$ cat config.mk
export PLATFORM = sky130hd
export DESIGN_NAME = mem_stage_flat
export DESIGN_NICKNAME = d
export VERILOG_FILES = /design/src/rtl/mem_stage_pkg.sv /design/src/rtl/mem_stage_if.sv /design/src/rtl/mem_stage.sv /design/src/flat_wrapper.sv
export SDC_FILE = /design/constraint.sdc
export NUM_CORES = 1
export LEC_CHECK = 0
export BUFFER_PORTS_ARGS = -buffer_cell sky130_fd_sc_hd__buf_2
export CAP_MARGIN = 20
export CORE_AREA = 2 2 112 169
export CTS_CLUSTER_SIZE = 16
export DETAILED_ROUTE_END_ITERATION = 16
export DIE_AREA = 0 0 114 171
export GPL_ROUTABILITY_DRIVEN = 0
export GPL_TIMING_DRIVEN = 0
export PLACE_DENSITY_LB_ADDON = 0.12
export SLEW_MARGIN = 0
export SYNTH_ARGS = -nofsm -noshare
export SYNTH_HDL_FRONTEND = slang
export SYNTH_SLANG_ARGS = --single-unit
$ cat constraint.sdc
create_clock -name clk -period 4.3 [get_ports clk]
set_clock_uncertainty 0.1 [all_clocks]
set_input_delay 0.215 -clock clk [delete_from_list [all_inputs] [get_ports clk]]
set_output_delay 0.215 -clock clk [all_outputs]
set_load 0.02 [all_outputs]
$ cat src/rtl/mem_stage_pkg.sv
// Shared CPU types: the ALU-stage output bundle, the memory-stage state
// encoding and the write-back helpers.
package mem_stage_pkg;

    typedef struct packed {
        logic [15:0] data_out;
        logic [15:0] mem_addr;
        logic [1:0]  mem_read;
        logic [1:0]  mem_write;
        logic [1:0]  reg_write;
        logic [3:0]  reg_dest;
        logic        setPC;
    } alu_signals;

    typedef enum logic [1:0] {
        IDLE = 2'd0,
        ACC0 = 2'd1,
        ACC1 = 2'd2,
        WB   = 2'd3
    } mem_stage_state_e;

    typedef struct packed {
        logic [1:0]  rf_we;
        logic [15:0] rf_wdata;
        logic        pc_we;
        logic [15:0] pc_wdata;
    } wb_port_t;

    function automatic logic is_write(input alu_signals s);
        return (s.mem_write != 2'b00);
    endfunction

    function automatic logic has_mem_op(input alu_signals s);
        return (s.mem_read != 2'b00) || (s.mem_write != 2'b00);
    endfunction

    // A write wins over a read, so the word flag comes from the winning field.
    function automatic logic is_word(input alu_signals s);
        return is_write(s) ? s.mem_write[1] : s.mem_read[1];
    endfunction

    // Byte reads are mirrored into both halves so either rf half can pick them up.
    function automatic wb_port_t wb_result(input alu_signals s,
                                           input logic [7:0] b0,
                                           input logic [7:0] b1);
        wb_port_t r;
        r.rf_we = s.reg_write;
        r.pc_we = s.setPC;
        if (is_write(s)) begin
            r.rf_we    = 2'b00;
            r.pc_we    = 1'b0;
            r.rf_wdata = s.data_out;
            r.pc_wdata = s.data_out;
        end else if (s.mem_read[1]) begin
            r.rf_wdata = {b1, b0};
            r.pc_wdata = {b1, b0};
        end else if (s.mem_read[0]) begin
            r.rf_wdata = {b0, b0};
            r.pc_wdata = {8'h00, b0};
        end else begin
            r.rf_wdata = s.data_out;
            r.pc_wdata = s.data_out;
        end
        return r;
    endfunction

endpackage

$ cat src/rtl/mem_stage_if.sv
// Byte-wide memory bus between the memory stage (master) and memory (slave).
interface mem_stage_if;
    logic        mem_req;
    logic        mem_we;
    logic [15:0] mem_addr;
    logic [7:0]  mem_wdata;
    logic [7:0]  mem_rdata;
    logic        mem_ack;

    modport master (output mem_req, mem_we, mem_addr, mem_wdata,
                    input  mem_rdata, mem_ack);
    modport slave  (input  mem_req, mem_we, mem_addr, mem_wdata,
                    output mem_rdata, mem_ack);
endinterface

$ cat src/rtl/mem_stage.sv
// CPU memory stage: turns an ALU bundle into zero, one or two byte accesses
// and a single-cycle register/PC write-back, with an optional ack timeout.
module mem_stage
    import mem_stage_pkg::*;
#(
    parameter int ACK_TIMEOUT = 0
) (
    input  logic        clk,
    input  logic        rst,
    input  logic        en,
    input  alu_signals  control_signals_in,
    output logic        busy,
    mem_stage_if.master mem,
    output logic [1:0]  rf_we,
    output logic [3:0]  rf_dest,
    output logic [15:0] rf_wdata,
    output logic        pc_we,
    output logic [15:0] pc_wdata,
    output logic        done,
    output logic        err
);

    localparam int TMO_W = (ACK_TIMEOUT > 0) ? $clog2(ACK_TIMEOUT + 1) : 1;

    mem_stage_state_e state_r;
    alu_signals       ctrl_r;
    logic [7:0]       byte0_r;
    logic [TMO_W-1:0] tmo_cnt_r;
    wb_port_t         wb_r;
    logic             tmo_hit_s;
    wb_port_t         wb_idle_s;
    wb_port_t         wb_acc0_s;
    wb_port_t         wb_acc1_s;

    assign rf_dest  = ctrl_r.reg_dest;
    assign rf_we    = wb_r.rf_we;
    assign rf_wdata = wb_r.rf_wdata;
    assign pc_we    = wb_r.pc_we;
    assign pc_wdata = wb_r.pc_wdata;

    // Timeout fires on the last permitted request cycle that still sees no ack.
    always_comb begin
        tmo_hit_s = 1'b0;
        if (ACK_TIMEOUT > 0) begin
            tmo_hit_s = (int'(tmo_cnt_r) == ACK_TIMEOUT - 1);
        end else begin
            tmo_hit_s = 1'b0;
        end
    end

    // Candidate write-back values for each way of reaching WB.
    always_comb begin
        wb_idle_s = wb_result(control_signals_in, 8'h00, 8'h00);
        wb_acc0_s = wb_result(ctrl_r, mem.mem_rdata, 8'h00);
        wb_acc1_s = wb_result(ctrl_r, byte0_r, mem.mem_rdata);
    end

    // Stage sequencer: accept, access low/high byte, retire.
    always_ff @(posedge clk or posedge rst) begin
        if (rst) begin
            state_r       <= IDLE;
            ctrl_r        <= '0;
            byte0_r       <= 8'h00;
            tmo_cnt_r     <= '0;
            wb_r          <= '0;
            busy          <= 1'b0;
            done          <= 1'b0;
            err           <= 1'b0;
            mem.mem_req   <= 1'b0;
            mem.mem_we    <= 1'b0;
            mem.mem_addr  <= 16'h0000;
            mem.mem_wdata <= 8'h00;
        end else begin
            done       <= 1'b0;
            wb_r.rf_we <= 2'b00;
            wb_r.pc_we <= 1'b0;
            case (state_r)
                IDLE, WB: begin
                    if (en) begin
                        ctrl_r    <= control_signals_in;
                        tmo_cnt_r <= '0;
                        if (has_mem_op(control_signals_in)) begin
                            state_r       <= ACC0;
                            busy          <= 1'b1;
                            mem.mem_req   <= 1'b1;
                            mem.mem_we    <= is_write(control_signals_in);
                            mem.mem_addr  <= control_signals_in.mem_addr;
                            mem.mem_wdata <= control_signals_in.data_out[7:0];
                        end else begin
                            state_r <= WB;
                            done    <= 1'b1;
                            wb_r    <= wb_idle_s;
                        end
                    end else begin
                        state_r <= IDLE;
                    end
                end
                ACC0: begin
                    if (mem.mem_ack) begin
                        byte0_r   <= mem.mem_rdata;
                        tmo_cnt_r <= '0;
                        if (is_word(ctrl_r)) begin
                            state_r       <= ACC1;
                            mem.mem_addr  <= ctrl_r.mem_addr + 16'd1;
                            mem.mem_wdata <= ctrl_r.data_out[15:8];
                        end else begin
                            state_r     <= WB;
                            busy        <= 1'b0;
                            mem.mem_req <= 1'b0;
                            done        <= 1'b1;
                            wb_r        <= wb_acc0_s;
                        end
                    end else if (tmo_hit_s) begin
                        state_r     <= IDLE;
                        busy        <= 1'b0;
                        mem.mem_req <= 1'b0;
                        err         <= 1'b1;
                    end else begin
                        tmo_cnt_r <= tmo_cnt_r + TMO_W'(1);
                    end
                end
                ACC1: begin
                    if (mem.mem_ack) begin
                        state_r     <= WB;
                        busy        <= 1'b0;
                        mem.mem_req <= 1'b0;
                        done        <= 1'b1;
                        wb_r        <= wb_acc1_s;
                    end else if (tmo_hit_s) begin
                        state_r     <= IDLE;
                        busy        <= 1'b0;
                        mem.mem_req <= 1'b0;
                        err         <= 1'b1;
                    end else begin
                        tmo_cnt_r <= tmo_cnt_r + TMO_W'(1);
                    end
                end
                default: begin
                    state_r     <= IDLE;
                    busy        <= 1'b0;
                    mem.mem_req <= 1'b0;
                end
            endcase
        end
    end

endmodule

$ cat src/flat_wrapper.sv
// flat-port wrapper written by rule: the top's interface ports become plain ports
module mem_stage_flat import mem_stage_pkg::*;
#(
    parameter int ACK_TIMEOUT = 0
)
  (clk, rst, en, control_signals_in, busy, rf_we, rf_dest, rf_wdata, pc_we, pc_wdata, done, err, mem_mem_req, mem_mem_we, mem_mem_addr, mem_mem_wdata, mem_mem_rdata, mem_mem_ack);
  mem_stage_if mem_i ();
  input  logic clk;
  input  logic rst;
  input  logic en;
  input  alu_signals control_signals_in;
  output logic busy;
  output logic [1:0] rf_we;
  output logic [3:0] rf_dest;
  output logic [15:0] rf_wdata;
  output logic pc_we;
  output logic [15:0] pc_wdata;
  output logic done;
  output logic err;
  output wire logic [$bits(mem_i.mem_req)-1:0] mem_mem_req;
  output wire logic [$bits(mem_i.mem_we)-1:0] mem_mem_we;
  output wire logic [$bits(mem_i.mem_addr)-1:0] mem_mem_addr;
  output wire logic [$bits(mem_i.mem_wdata)-1:0] mem_mem_wdata;
  input wire logic [$bits(mem_i.mem_rdata)-1:0] mem_mem_rdata;
  input wire logic [$bits(mem_i.mem_ack)-1:0] mem_mem_ack;
  assign mem_mem_req = mem_i.mem_req;
  assign mem_mem_we = mem_i.mem_we;
  assign mem_mem_addr = mem_i.mem_addr;
  assign mem_mem_wdata = mem_i.mem_wdata;
  assign mem_i.mem_rdata = mem_mem_rdata;
  assign mem_i.mem_ack = mem_mem_ack;
  mem_stage #(.ACK_TIMEOUT(ACK_TIMEOUT)) u_core (.clk(clk), .rst(rst), .en(en), .control_signals_in(control_signals_in), .busy(busy), .mem(mem_i), .rf_we(rf_we), .rf_dest(rf_dest), .rf_wdata(rf_wdata), .pc_we(pc_we), .pc_wdata(pc_wdata), .done(done), .err(err));
endmodule
# Word level (Yosys, flattened, before mapping)
# Cells that the tools add are included.
# Widths: inputs -> output; s select.
# classes
n_eq_ne	10
n_mux	54
n_reduce_logical	14
n_addsub	1
# ops
operator	count
$mux 16	19
$mux 35	5
$pmux 35 s3	1
$mux 8	4
$pmux 16 s2	1
$add 16x1->16 const B	1
$pmux 8 s2	1
$reduce_and 5->1	3
$mux 1	14
$mux 2	6
$ne 2x2->1 const B	5
$reduce_bool 2->1	4
$pmux 1 s3	2
$pmux 2 s3	1
$reduce_and 2->1	3
$eq 2x2->1 const B	2
$ne 2x1->1 const B	2
$reduce_and 3->1	1
$eq 2x1->1 const B	1
$logic_not 2->1	1
$reduce_or 2->1	1
$logic_or 1x1->1	1
# word_totals
register_bits	115
output_inout_bits	68

# Logic depth before layout (Yosys ltp)
# Gate-level depths: netlist of run 1.
# depth
depth_word	6
mapped_depth	10
mapped_depth_nobuf	7

# Least setup slack after synthesis of run 1
# No wires, ideal clock.
# synth_timing
kind	flip-flop to flip-flop
start	register u_core.state_r[0]
end	register u_core.ctrl_r[15] (netlist bit)
period_less_slack_ns	2.086
required_ns	4.075
arrival_ns	1.862
setup_time_ns	0.125
setup_slack_ns	2.214
stages_incl_launch_ff	8
path_cell_list	dfrtp_1 -> inv_1 -> ha_1 -> buf_2 -> nand2_1 -> clkbuf_1 -> buf_2 -> mux2_2
# synth_via
elab_chain_len	3
word_cells_on_any_way	4
# synth_rtl
element	line_no	rtl
from (decl)	mem_stage.sv:25	mem_stage_state_e state_r;
from (signal assigned)	mem_stage.sv:61	state_r <= IDLE;
from (signal assigned)	mem_stage.sv:83	state_r <= ACC0;
from (signal assigned)	mem_stage.sv:90	state_r <= WB;
$eq 2x2->1 or $logic_not 2->1 (tied branches)	mem_stage.sv:77	case (state_r)
$reduce_or 2->1 (*)	mem_stage.sv:77	
$reduce_and 2->1 (no line) (*)	n/a	
to (signal assigned)	mem_stage.sv:80	ctrl_r <= control_signals_in;
to (decl)	mem_stage.sv:26	alu_signals ctrl_r;
# Every way passes the cells marked *; elsewhere a longest branch is shown, timed or not.
# A chain may end at the register's enable or synchronous reset.

# Final worst setup path of run 1
# layout_timing
start	register u_core.state_r[0]
end	register u_core.ctrl_r[9] (netlist bit)
# Same word-level chain as after synthesis.

==> results of run 1 <==
[Yosys cell counts, drive strengths merged, types with 3 or more instances]
cell type | instances | area [um2]
o32a | 4 | 40.04
a22oi | 4 | 30.03
or2 | 3 | 18.77
ha | 3 | 37.54
nor4 | 5 | 46.29
o211ai | 3 | 22.52
o211a | 3 | 30.03
mux2i | 18 | 180.2
o221ai | 3 | 26.28
nor2b | 4 | 25.02
nand3 | 19 | 95.09
a32oi | 8 | 70.07
nand4 | 5 | 31.28
o22a | 8 | 70.07
nor2 | 36 | 137.6
a221o | 3 | 30.03
clkbuf | 11 | 41.29
a21oi | 33 | 165.2
xor2 | 7 | 61.31
mux2 | 51 | 574.3
o21bai | 3 | 22.52
buf | 35 | 247.7
a21o | 4 | 30.03
a221oi | 4 | 35.03
dfrtp | 107 | 2678
nor3 | 12 | 60.06
o21ai | 42 | 210.2
inv | 6 | 22.52
or3b | 4 | 35.03
a31oi | 12 | 75.07
a22o | 3 | 26.28
nand2 | 59 | 229.0
xnor2 | 7 | 61.31
and4 | 3 | 26.28
o22ai | 3 | 18.77
[per-stage QoR]
stage / util / cells / hold slack [ns]
finish: 0.3853 / 922 / 0.009958
global route: 0.3853 / 922 / 0.004010
CTS: 0.3848 / 921 / 0.00008757
detailed placement: 0.3639 / 897 / 0.2322
global placement: 0.3607 / 895 / 0.3509
floorplan: - / 555 / 0.2541
[layout make-up]
type / instances / area (um2)
Sequential cell: 107 / 2678
Fill cell: 1848 / 11170
Buffer: 46 / 289.0
Multi-Input combinational cell: 395 / 2684
Inverter: 7 / 28.78
Clock buffer: 9 / 225.2
Tap cell: 220 / 275.3
Clock inverter: 7 / 73.82
Timing Repair Buffer: 131 / 745.7
[sequential cells by signal (all words and copies together) (netlist names)]
register	count
u_core.rf_wdata	16
u_core.ctrl_r	39
u_core.mem.mem_wdata	8
u_core.busy	1
u_core.state_r	2
u_core.mem.mem_addr	16
u_core.rf_dest	4
u_core.done	1
u_core.pc_wdata	8
u_core.mem.mem_we	1
u_core.byte0_r	8
u_core.rf_we	2
u_core.pc_we	1
[where the power goes]
group / total [W] / switching [W] / internal [W]
clock: 0.000854 / 0.000399 / 0.000456
sequential: 0.00197 / 0.000438 / 0.00153
combinational: 0.00352 / 0.00208 / 0.00143
total: 0.00634 / 0.00292 / 0.00342
[routing by layer]
layer / up-vias / GRT usage
li1: 2300 / -
met1: 2410 / 0.2187
met2: 150 / 0.3641
met3: 20 / 0.03401
met4: 0 / 0.06151
met5: - / 0
[path summary, 6_finish.rpt]
kind	end	slack, ns	depth (start not counted)
max in group asynchronous	u_core.ctrl_r[42]$_DFFE_PP0P_	3.44	4
max reg2reg	u_core.ctrl_r[9]$_DFFE_PP0P_	1.66	7
max	u_core.ctrl_r[9]$_DFFE_PP0P_	1.66	7
min in group asynchronous	u_core.mem.mem_addr[12]$_DFFE_PP0P_	0.39	4
min reg2reg	u_core.mem.mem_addr[10]$_DFFE_PP0P_	0.38	2
min	u_core.ctrl_r[40]$_DFFE_PP0P_	0.01	2
[critical path, delay by kind of cell, from the launching register on]
kind	cells	cell delay, ns
buf+inv	4	1.20
flops	1	0.38
mux	1	0.38
fa+ha+maj	1	0.32
simple gates	1	0.13
[cells by family after synthesis]
| logic type | after synthesis | synth area share |
|---|---|---|
| AOI/OAI and AO/OA | 148 | 0.1732 |
| and+or+nand+nor | 160 | 0.1378 |
| muxes | 69 | 0.1329 |
| xor gates and xnor gates | 14 | 0.02160 |
| adders and majority gates | 3 | 0.006613 |
| DFF | 107 | 0.4717 |
| buffers and inverters | 53 | 0.05554 |
| other | 1 | 0.0006606 |
==> run summary, run 1 <==
FLOORPLANNING
------------------------------------------------------------------------------------
Std-Cell Core Area                                                         18160 um2
Initial core utilization                                                      0.3125
Overall die area                                                           19490 um2
Total number of placement rows                                                    61
Boundary pin count                                                               123
Floorplan die height                                                          171 um
Die W                                                                         114 um

DRT
------------------------------------------------------------------------------------
Number of DRC markers after the initial detailed-route iteration                 233
Routed wire length                                                          18.63 mm
Highest Signal Layer                                                            met4
Met2 wire len                                                               10.24 mm
Wire length per cell after detailed routing                                 20.20 um
Met1 Wirelength                                                             7.270 mm
Average vias per placed instance                                               5.293
Number of iterations in the first detailed-routing pass                            5
DRC violations left                                                                0
Total number of vias                                                            4880
Antenna-violating nets left                                                        0
Wire length on met3                                                           760 um

CLOCK TREE
------------------------------------------------------------------------------------
TritonCTS clock tree                                                             yes
CTS max path bufs                                                                  2
Sink Count                                                                       107
TritonCTS buffer count                                                             9
Clock root cell                                                         sky130_fd_sc_hd__clkbuf_16
Number of setup buffers added after CTS                                            0
H-tree depth                                                                       3
Clk slew on worst S/H paths                                                  0.07 ns
Clock insertion delay at the later pin of the skew report                    0.35 ns
Post-CTS sizing                                                                    0
Post-CTS Hold Fix Bufs                                                             8

PLACEMENT
------------------------------------------------------------------------------------
Cell area after placement                                                   6610 um2
DP Worst Slack                                                              1.611 ns
HPWL after DPL                                                              14.00 mm
Number of buffers inserted by port buffering                                     120

SYNTH
------------------------------------------------------------------------------------
Proportion of synthesized flip-flops having asynchronous set or reset          1.000
Synth Cell Area                                                             5677 um2
Post-synthesis cell type count                                                    59
Count of mapped cells out of synthesis                                           555
Post-synthesis sequential element count                                          107
Yosys warns                                                                        0
Syn Nets                                                                         613
Sequential element share of the synthesized area                              0.4717
Mapped Avg Cell Area                                                       10.23 um2
Number of flops mapped to enable cells by yosys                                    0
Dominant register cell in the synthesized netlist                       sky130_fd_sc_hd__dfrtp_1

GRT
------------------------------------------------------------------------------------
Largest net degree at the start of global routing                                 55
Wire length of the first global-routing pass                                28.67 mm
Vias in the first global route                                                  5127
Total gr overflow                                                                  0
Number of antenna violations at the first check in global routing                  0
All-Layer GR Usage                                                            0.1935

SETUP PATH
------------------------------------------------------------------------------------
Largest stage delay on the critical path                                     0.46 ns
Data required time of the critical path                                      4.43 ns
Slowest stage cell, crit path                                           sky130_fd_sc_hd__clkbuf_1
Crit path capture type                                                     flip-flop
Maximum fanout along the worst path                                               10
Sequence of cells on the critical path                                  inv_1 -> ha_1 -> buf_2 -> nand2_1 -> clkbuf_1 -> buf_2 -> mux2_2
Cell type with the highest occurrence count on the critical path        sky130_fd_sc_hd__buf_2
Beginning of the worst register-to-register path                        u_core.state_r[0]$_DFFE_PP0P_
Crit start category                                                        flip-flop
Data arrival time of the critical path                                       2.77 ns
Source of the critical timing path                                      u_core.state_r[0]$_DFFE_PP0P_
Kind of critical path                                                   flip-flop to flip-flop

FINISH
------------------------------------------------------------------------------------
Area of all placed cells without fillers                                    6999 um2
Most common cell after layout, fill and taps aside                      sky130_fd_sc_hd__buf_2
Layout Nets                                                                      755
Antenna diodes                                                                     0
Commonest cells after routing, fill and taps aside                      sky130_fd_sc_hd__buf_2 (132), sky130_fd_sc_hd__dfrtp_1 (107), sky130_fd_sc_hd__nand2_1 (58)
Growth of design area from synthesis to finish                                23.30%
Ratio of cells with drive above 1 in the final layout                         0.3362

MIN PATH
------------------------------------------------------------------------------------
Worst hold start                                                        control_signals_in[40]
Hold Crit Class                                                         primary input to flip-flop

POWER
------------------------------------------------------------------------------------
Post-layout total power                                                   0.006341 W
Leak pwr                                                                    3.150 nW
VDD IR-drop max                                                            0.3491 mV
Power density over the cells                                            906.0 nW/um2

TIMING
------------------------------------------------------------------------------------
Period utilization                                                            0.6129
Setup TNS                                                                       0 ns
Worst setup margin                                                          1.665 ns
Unrepaired setup endpoints after global routing                                false
Slew @ Worst Pin                                                           0.8782 ns
Maximum clock frequency                                                    379.5 MHz
Final Hold Viols                                                                   0
Final critical path time including I/O delays and setup                     2.635 ns
Pins Over Slew Limit                                                               0
Final-report setup violation count                                                 0
Worst slew slack as a fraction of its limit                                   0.4146

STATUS
------------------------------------------------------------------------------------
Status                                                                  finished clean

JOB
------------------------------------------------------------------------------------
Reported max-cap violation count                                                   0

(Power assumes the default switching activity.)
==> run 2, diff against run 1 <==
==> constraint.sdc (replaced) <==
create_clock -name clk -period 2.11 [get_ports clk]
set_clock_uncertainty 0.1 [all_clocks]
set_input_delay 0.1055 -clock clk [delete_from_list [all_inputs] [get_ports clk]]
set_output_delay 0.1055 -clock clk [all_outputs]
set_load 0.02 [all_outputs]
==> run summary, run 2 (synthesized netlist as in run 1, its figures left out) <==
SETUP PATH
--------------------------------------------------------------------------------
Capturing element of the worst setup path                           u_core.rf_wdata[7]$_DFFE_PP0P_
Data arrival time of the critical path                                   2.25 ns
Data required time of the critical path                                  2.30 ns
Slowest stage cell, crit path                                       sky130_fd_sc_hd__dfrtp_1
Reg-to-Reg End                                                      u_core.rf_wdata[7]$_DFFE_PP0P_
Maximum fanout along the worst path                                            9
Crit path capture type                                                 flip-flop
Beginning of the worst register-to-register path                    u_core.state_r[1]$_DFFE_PP0P_
Crit start category                                                    flip-flop
Critical Path Stages                                                           9
Kind of critical path                                               flip-flop to flip-flop
Source of the critical timing path                                  u_core.state_r[1]$_DFFE_PP0P_
Largest stage delay on the critical path                                 0.40 ns
Count of buffer and inverter cells on the critical path                        3
Worst R2R Path Depth                                                           9
Worst setup slack for register-to-register paths                         0.05 ns
Largest delay share family, worst path                              simple AND/OR/NAND/NOR gates
Sequence of cells on the critical path                              inv_2 -> ha_2 -> buf_8 -> and3b_1 -> buf_6 -> nand3_4 -> o221a_4 -> nor3_4 -> o22a_1

FLOORPLANNING
--------------------------------------------------------------------------------
Overall die area                                                       19490 um2
Std-Cell Core Area                                                     18160 um2
Initial core utilization                                                  0.3125
Boundary pin count                                                           123
Die W                                                                     114 um
Floorplan die height                                                      171 um
Total number of placement rows                                                61

CLOCK TREE
--------------------------------------------------------------------------------
CTS max path bufs                                                              2
TritonCTS buffer count                                                         9
TritonCTS clock tree                                                         yes
Clk slew on worst S/H paths                                              0.07 ns
H-tree depth                                                                   3
Clock insertion delay at the later pin of the skew report                0.35 ns
Clock root cell                                                     sky130_fd_sc_hd__clkbuf_16
Sink Count                                                                   107

DRT
--------------------------------------------------------------------------------
Average vias per placed instance                                           5.222
Wire length on met3                                                       779 um
Routed wire length                                                      19.02 mm
Total number of vias                                                        5118
Number of DRC markers after the initial detailed-route iteration             236
Number of iterations in the first detailed-routing pass                        4
Wire length per cell after detailed routing                             19.41 um
Highest Signal Layer                                                        met4
Antenna-violating nets left                                                    0
Met2 wire len                                                           10.43 mm
Met1 Wirelength                                                         7.286 mm
DRC violations left                                                            0

FINISH
--------------------------------------------------------------------------------
Area of all placed cells without fillers                                7875 um2
Multi-input gate area                                                   2880 um2
Final-layout fill cell count                                                1778
Sequential Area                                                         2679 um2
Commonest cells after routing, fill and taps aside                  sky130_fd_sc_hd__buf_2 (125), sky130_fd_sc_hd__dfrtp_1 (106), sky130_fd_sc_hd__nand2_1 (55)
Most common cell after layout, fill and taps aside                  sky130_fd_sc_hd__buf_2
Antenna diodes                                                                 0
Register containing the most flip-flops in the final layout         u_core.ctrl_r
Growth of design area from synthesis to finish                            38.73%
Max reg flops                                                                 39
Ratio of cells with drive above 1 in the final layout                     0.3882
Layout Nets                                                                  814

POWER
--------------------------------------------------------------------------------
Clock network power share                                                  0.123
Power density over the cells                                         1780 nW/um2
Leak pwr                                                                3.493 nW
Internal power                                                        0.007753 W
Reg power frac                                                             0.287
VDD IR-drop max                                                        0.7743 mV
Switch share                                                              0.4470
Post-layout total power                                                0.01402 W
Switching power summed over all nets                                  0.006267 W
Relative contribution of combinational cells to total power                0.590

PLACEMENT
--------------------------------------------------------------------------------
Number of buffers inserted by port buffering                                 120
HPWL after DPL                                                          14.16 mm
Cell area after placement                                               6616 um2

GRT
--------------------------------------------------------------------------------
Vias in the first global route                                              5274
Total gr overflow                                                              0
All-Layer GR Usage                                                        0.1977
Wire length of the first global-routing pass                            29.28 mm
Largest net degree at the start of global routing                             41
Number of antenna violations at the first check in global routing              0

TIMING
--------------------------------------------------------------------------------
Slew @ Worst Pin                                                       0.5265 ns
Final critical path time including I/O delays and setup                 2.057 ns
Period utilization                                                        0.9749
Final Hold Viols                                                               0
Setup TNS                                                                   0 ns
Maximum clock frequency                                                486.1 MHz
Worst slew slack as a fraction of its limit                               0.6466
Final-report setup violation count                                             0
Pins Over Slew Limit                                                           0

MIN PATH
--------------------------------------------------------------------------------
Depth of the worst hold-timing path                                            3
Hold Crit Class                                                     primary input to flip-flop

JOB
--------------------------------------------------------------------------------
Reported max-cap violation count                                               0

STATUS
--------------------------------------------------------------------------------
Status                                                              finished clean

-- run 2: cell count changes in the layout (fill, tap and decap cells not counted), moves of 7 or more --
| cell | change |
|---|---|
| sky130_fd_sc_hd__clkbuf_2 | +7 |
| sky130_fd_sc_hd__buf_2 | -7 |
| sky130_fd_sc_hd__clkbuf_1 | -9 |
| sky130_fd_sc_hd__dlygate4sd3_1 | +43 |
| sky130_fd_sc_hd__buf_4 | +12 |
-- run 2: routing by layer --
metal  up-vias  track usage
li1       2422            -
met1      2501       0.2233
met2       161       0.3672
met3        34      0.03046
met4         0      0.07900
met5         -            0
-- run 2: area by class of cell --
class,count,area share
Buffer,45,0.04846
Clock buffer,11,0.03082
Clock inverter,4,0.006514
Inverter,7,0.004766
Multi-Input combinational cell,395,0.3657
Sequential cell,107,0.3402
Tap cell,220,0.03495
Timing Repair Buffer,191,0.1686
-- run 2: stage by stage --
stage / std cells / setup WS (ns) / utilization / hold slack [ns]
after global placement: 895 / -0.5225 / 0.3609 / 0.2424
after global routing: 980 / -0.01597 / 0.4335 / 0.06958
final: 980 / 0.05287 / 0.4335 / 0.07071
after detailed placement: 898 / -0.5729 / 0.3642 / 0.01265
after CTS: 971 / -0.06274 / 0.4198 / 0.04799
after floorplan: 555 / 0.02372 / - / 0.1446
-- run 2: worst min path at each step --
| stage | start | endpoint | slack, ns |
|---|---|---|---|
| 6_report | en | u_core.ctrl_r[27]$_DFFE_PP0P_ | 0.07 |
| 5_1_grt | en | u_core.ctrl_r[27]$_DFFE_PP0P_ | 0.07 |
| 4_1_cts | en | u_core.ctrl_r[27]$_DFFE_PP0P_ | 0.05 |
| 3_5_place_dp | rst | u_core.mem.mem_addr[3]$_DFFE_PP0P_ | 0.01 |
| 3_3_place_gp | control_signals_in[4] | u_core.rf_dest[3]$_DFFE_PP0P_ | 0.24 |
| 2_1_floorplan | control_signals_in[23] | u_core.mem.mem_addr[12]$_DFFE_PP0P_ | 0.14 |
-- run 2: power groups by stage --
stage          sequential, W  combinational [W]  clock (W)
5_1_grt              0.00417            0.00901    0.00185
3_5_place_dp         0.00404            0.00721          0
6_report             0.00403            0.00827    0.00172
3_3_place_gp         0.00399            0.00710          0
2_1_floorplan        0.00438            0.00448          0
4_1_cts              0.00400            0.00777    0.00178
-- run 2: timing repair --
| item | CTS | global route |
|---|---|---|
| gates resized for setup | 41 | 48 |
| hold buffers | 52 | 0 |
| endpoints found under the hold margin | 153 | 0 |
| pin swaps | 3 | 3 |
| buffers inserted | 6 | 9 |
| endpoints found under the setup margin | 98 | 88 |
| cloned | 0 | 1 |
-- run 2: worst min-delay path: cells and delay by family --
kind                   cells  cell delay, ns
and+or+nand+nor            2            0.18
buffers and inverters      1            0.19
==> run 3, diff against run 2 <==
--- a/config.mk
+++ b/config.mk
@@ -7,10 +7,10 @@
 export LEC_CHECK = 0
 export BUFFER_PORTS_ARGS = -buffer_cell sky130_fd_sc_hd__buf_2
 export CAP_MARGIN = 20
-export CORE_AREA = 2 2 112 169
+export CORE_AREA = 2 2 107 161
 export CTS_CLUSTER_SIZE = 16
 export DETAILED_ROUTE_END_ITERATION = 16
-export DIE_AREA = 0 0 114 171
+export DIE_AREA = 0 0 109 163
 export GPL_ROUTABILITY_DRIVEN = 0
 export GPL_TIMING_DRIVEN = 0
 export PLACE_DENSITY_LB_ADDON = 0.12
==> run summary, run 3 (synthesized netlist as in run 1, its figures left out) <==
FINISH
--------------------------------------------------------------------------------
Final-layout fill cell count                                                1588
Antenna diodes                                                                 0
Commonest cells after routing, fill and taps aside                  sky130_fd_sc_hd__buf_2 (127), sky130_fd_sc_hd__dfrtp_1 (106), sky130_fd_sc_hd__nand2_1 (56)
Final Non-Filler Cells                                                       963
Max reg flops                                                                 39
Ratio of cells with drive above 1 in the final layout                     0.3732
Register containing the most flip-flops in the final layout         u_core.ctrl_r
Layout Nets                                                                  806
Most common cell after layout, fill and taps aside                  sky130_fd_sc_hd__buf_2
Growth of design area from synthesis to finish                            35.68%

TIMING
--------------------------------------------------------------------------------
Unrepaired setup endpoints after global routing                             true
Setup TNS                                                                   0 ns
Period utilization                                                        0.9747
Worst-case hold slack                                                 0.07163 ns
Worst setup margin                                                    0.05347 ns
Worst slew slack as a fraction of its limit                               0.4032
Final Hold Viols                                                               0
Final-report setup violation count                                             0
Final critical path time including I/O delays and setup                 2.057 ns
Maximum clock frequency                                                486.3 MHz
Slew @ Worst Pin                                                       0.8933 ns
Pins Over Slew Limit                                                           0

DRT
--------------------------------------------------------------------------------
Number of iterations in the first detailed-routing pass                        5
Antenna-violating nets left                                                    0
Routed wire length                                                      18.63 mm
Wire length per cell after detailed routing                             19.34 um
Total number of vias                                                        5177
DRC violations left                                                            0
Average vias per placed instance                                           5.376
Number of DRC markers after the initial detailed-route iteration             301

CLOCK TREE
--------------------------------------------------------------------------------
Clock insertion delay at the later pin of the skew report                0.35 ns
Clk slew on worst S/H paths                                              0.07 ns
Clock root cell                                                     sky130_fd_sc_hd__clkbuf_16
H-tree depth                                                                   3
TritonCTS clock tree                                                         yes
Sink Count                                                                   107
TritonCTS buffer count                                                         9
CTS max path bufs                                                              2

FLOORPLANNING
--------------------------------------------------------------------------------
Die W                                                                     109 um
Boundary pin count                                                           123
Total number of placement rows                                                58
Std-Cell Core Area                                                     16470 um2
Overall die area                                                       17770 um2
Initial core utilization                                                  0.3446
Floorplan die height                                                      163 um

SETUP PATH
--------------------------------------------------------------------------------
Maximum fanout along the worst path                                           10
Kind of critical path                                               primary input to flip-flop
Data arrival time of the critical path                                   2.19 ns
Crit start category                                                 primary input
Worst setup slack for register-to-register paths                         0.07 ns
Crit path capture type                                                 flip-flop
Data required time of the critical path                                  2.24 ns

POWER
--------------------------------------------------------------------------------
VDD IR-drop max                                                        0.6607 mV
Leak pwr                                                                3.438 nW
Post-layout total power                                                0.01350 W
Power density over the cells                                         1753 nW/um2

PLACEMENT
--------------------------------------------------------------------------------
Instance count after placement with tap cells included                       887
DP Worst Slack                                                        -0.5133 ns
Number of buffers inserted by port buffering                                 120
HPWL after DPL                                                          13.75 mm

MIN PATH
--------------------------------------------------------------------------------
Hold Crit Class                                                     primary input to flip-flop

JOB
--------------------------------------------------------------------------------
Reported max-cap violation count                                               0

GRT
--------------------------------------------------------------------------------
All-Layer GR Usage                                                        0.2119
Number of antenna violations at the first check in global routing              0
Largest net degree at the start of global routing                             39
Wire length of the first global-routing pass                            28.40 mm
Vias in the first global route                                              5194
Total gr overflow                                                              0

STATUS
--------------------------------------------------------------------------------
Status                                                              finished clean

## run 3: changes by cell type in the layout (fill, tap and decap cells not counted), moves of 3 or more
cell / delta
sky130_fd_sc_hd__clkinvlp_4: -3
sky130_fd_sc_hd__buf_12: -3
sky130_fd_sc_hd__clkbuf_2: -3
sky130_fd_sc_hd__buf_4: -4
## run 3: routing by layer
metal / up-vias / routed length (um) / GRT usage
li1: 2397 / - / -
met1: 2563 / 7345 / 0.2442
met2: 190 / 10090 / 0.3840
met3: 27 / 755 / 0.02841
met4: 0 / 439 / 0.09091
met5: - / 0 / 0
## run 3: layout make-up
type                       count  area (um2)  area share
clock inverter                 3       22.52    0.002924
inverter                       7       31.28    0.004061
sequential                   107        2679      0.3478
buffer                        45       365.4     0.04743
timing repair buffer         183        1241      0.1611
clock buffer                  13       260.3     0.03379
multi-input combinational    395        2840      0.3687
tap                          210       262.8     0.03411
## run 3: timing repair
action | 4_1_cts | 5_1_grt
setup buffers | 4 | 5
endpoints found under the hold margin | 109 | 0
hold buffers | 52 | 0
pin swaps | 1 | 3
resized for setup | 45 | 35
setup endpoints to repair | 97 | 61
## run 3: worst paths after layout
check / cells past startpoint / startpoint / endpoint
min in group asynchronous: 3 / rst / u_core.rf_wdata[5]$_DFFE_PP0P_
hold / removal: 3 / en / u_core.ctrl_r[27]$_DFFE_PP0P_
hold reg to reg: 1 / u_core.mem.mem_addr[6]$_DFFE_PP0P_ / u_core.mem.mem_addr[6]$_DFFE_PP0P_
setup / recovery: 9 / control_signals_in[8] / u_core.rf_wdata[7]$_DFFE_PP0P_
max in group asynchronous: 4 / rst / u_core.mem.mem_we$_DFFE_PP0P_
setup reg to reg: 7 / u_core.state_r[0]$_DFFE_PP0P_ / u_core.ctrl_r[11]$_DFFE_PP0P_
## run 3: where the power goes
group | switching [W] | internal [W]
Combinational | 0.00447 | 0.00335
Clock | 0.000772 | 0.000871
Sequential | 0.000906 | 0.00312
## run 3: worst max-delay path: stages
cell and delay, ns:
sky130_fd_sc_hd__dlygate4sd3_1 0.54, sky130_fd_sc_hd__buf_2 0.16, sky130_fd_sc_hd__nor4_4 0.42, sky130_fd_sc_hd__nand2_4 0.14, sky130_fd_sc_hd__a211oi_4 0.27, sky130_fd_sc_hd__buf_4 0.18
sky130_fd_sc_hd__buf_6 0.16, sky130_fd_sc_hd__nand2_1 0.06, sky130_fd_sc_hd__o22a_1 0.15
## run 3: metrics by stage
step	utilization	cell area, um2
3_5_place_dp	0.3997	6584
6_report	0.4676	7702
4_1_cts	0.4589	7560
3_3_place_gp	0.3972	6544
5_1_grt	0.4676	7702
2_1_floorplan	-	5680
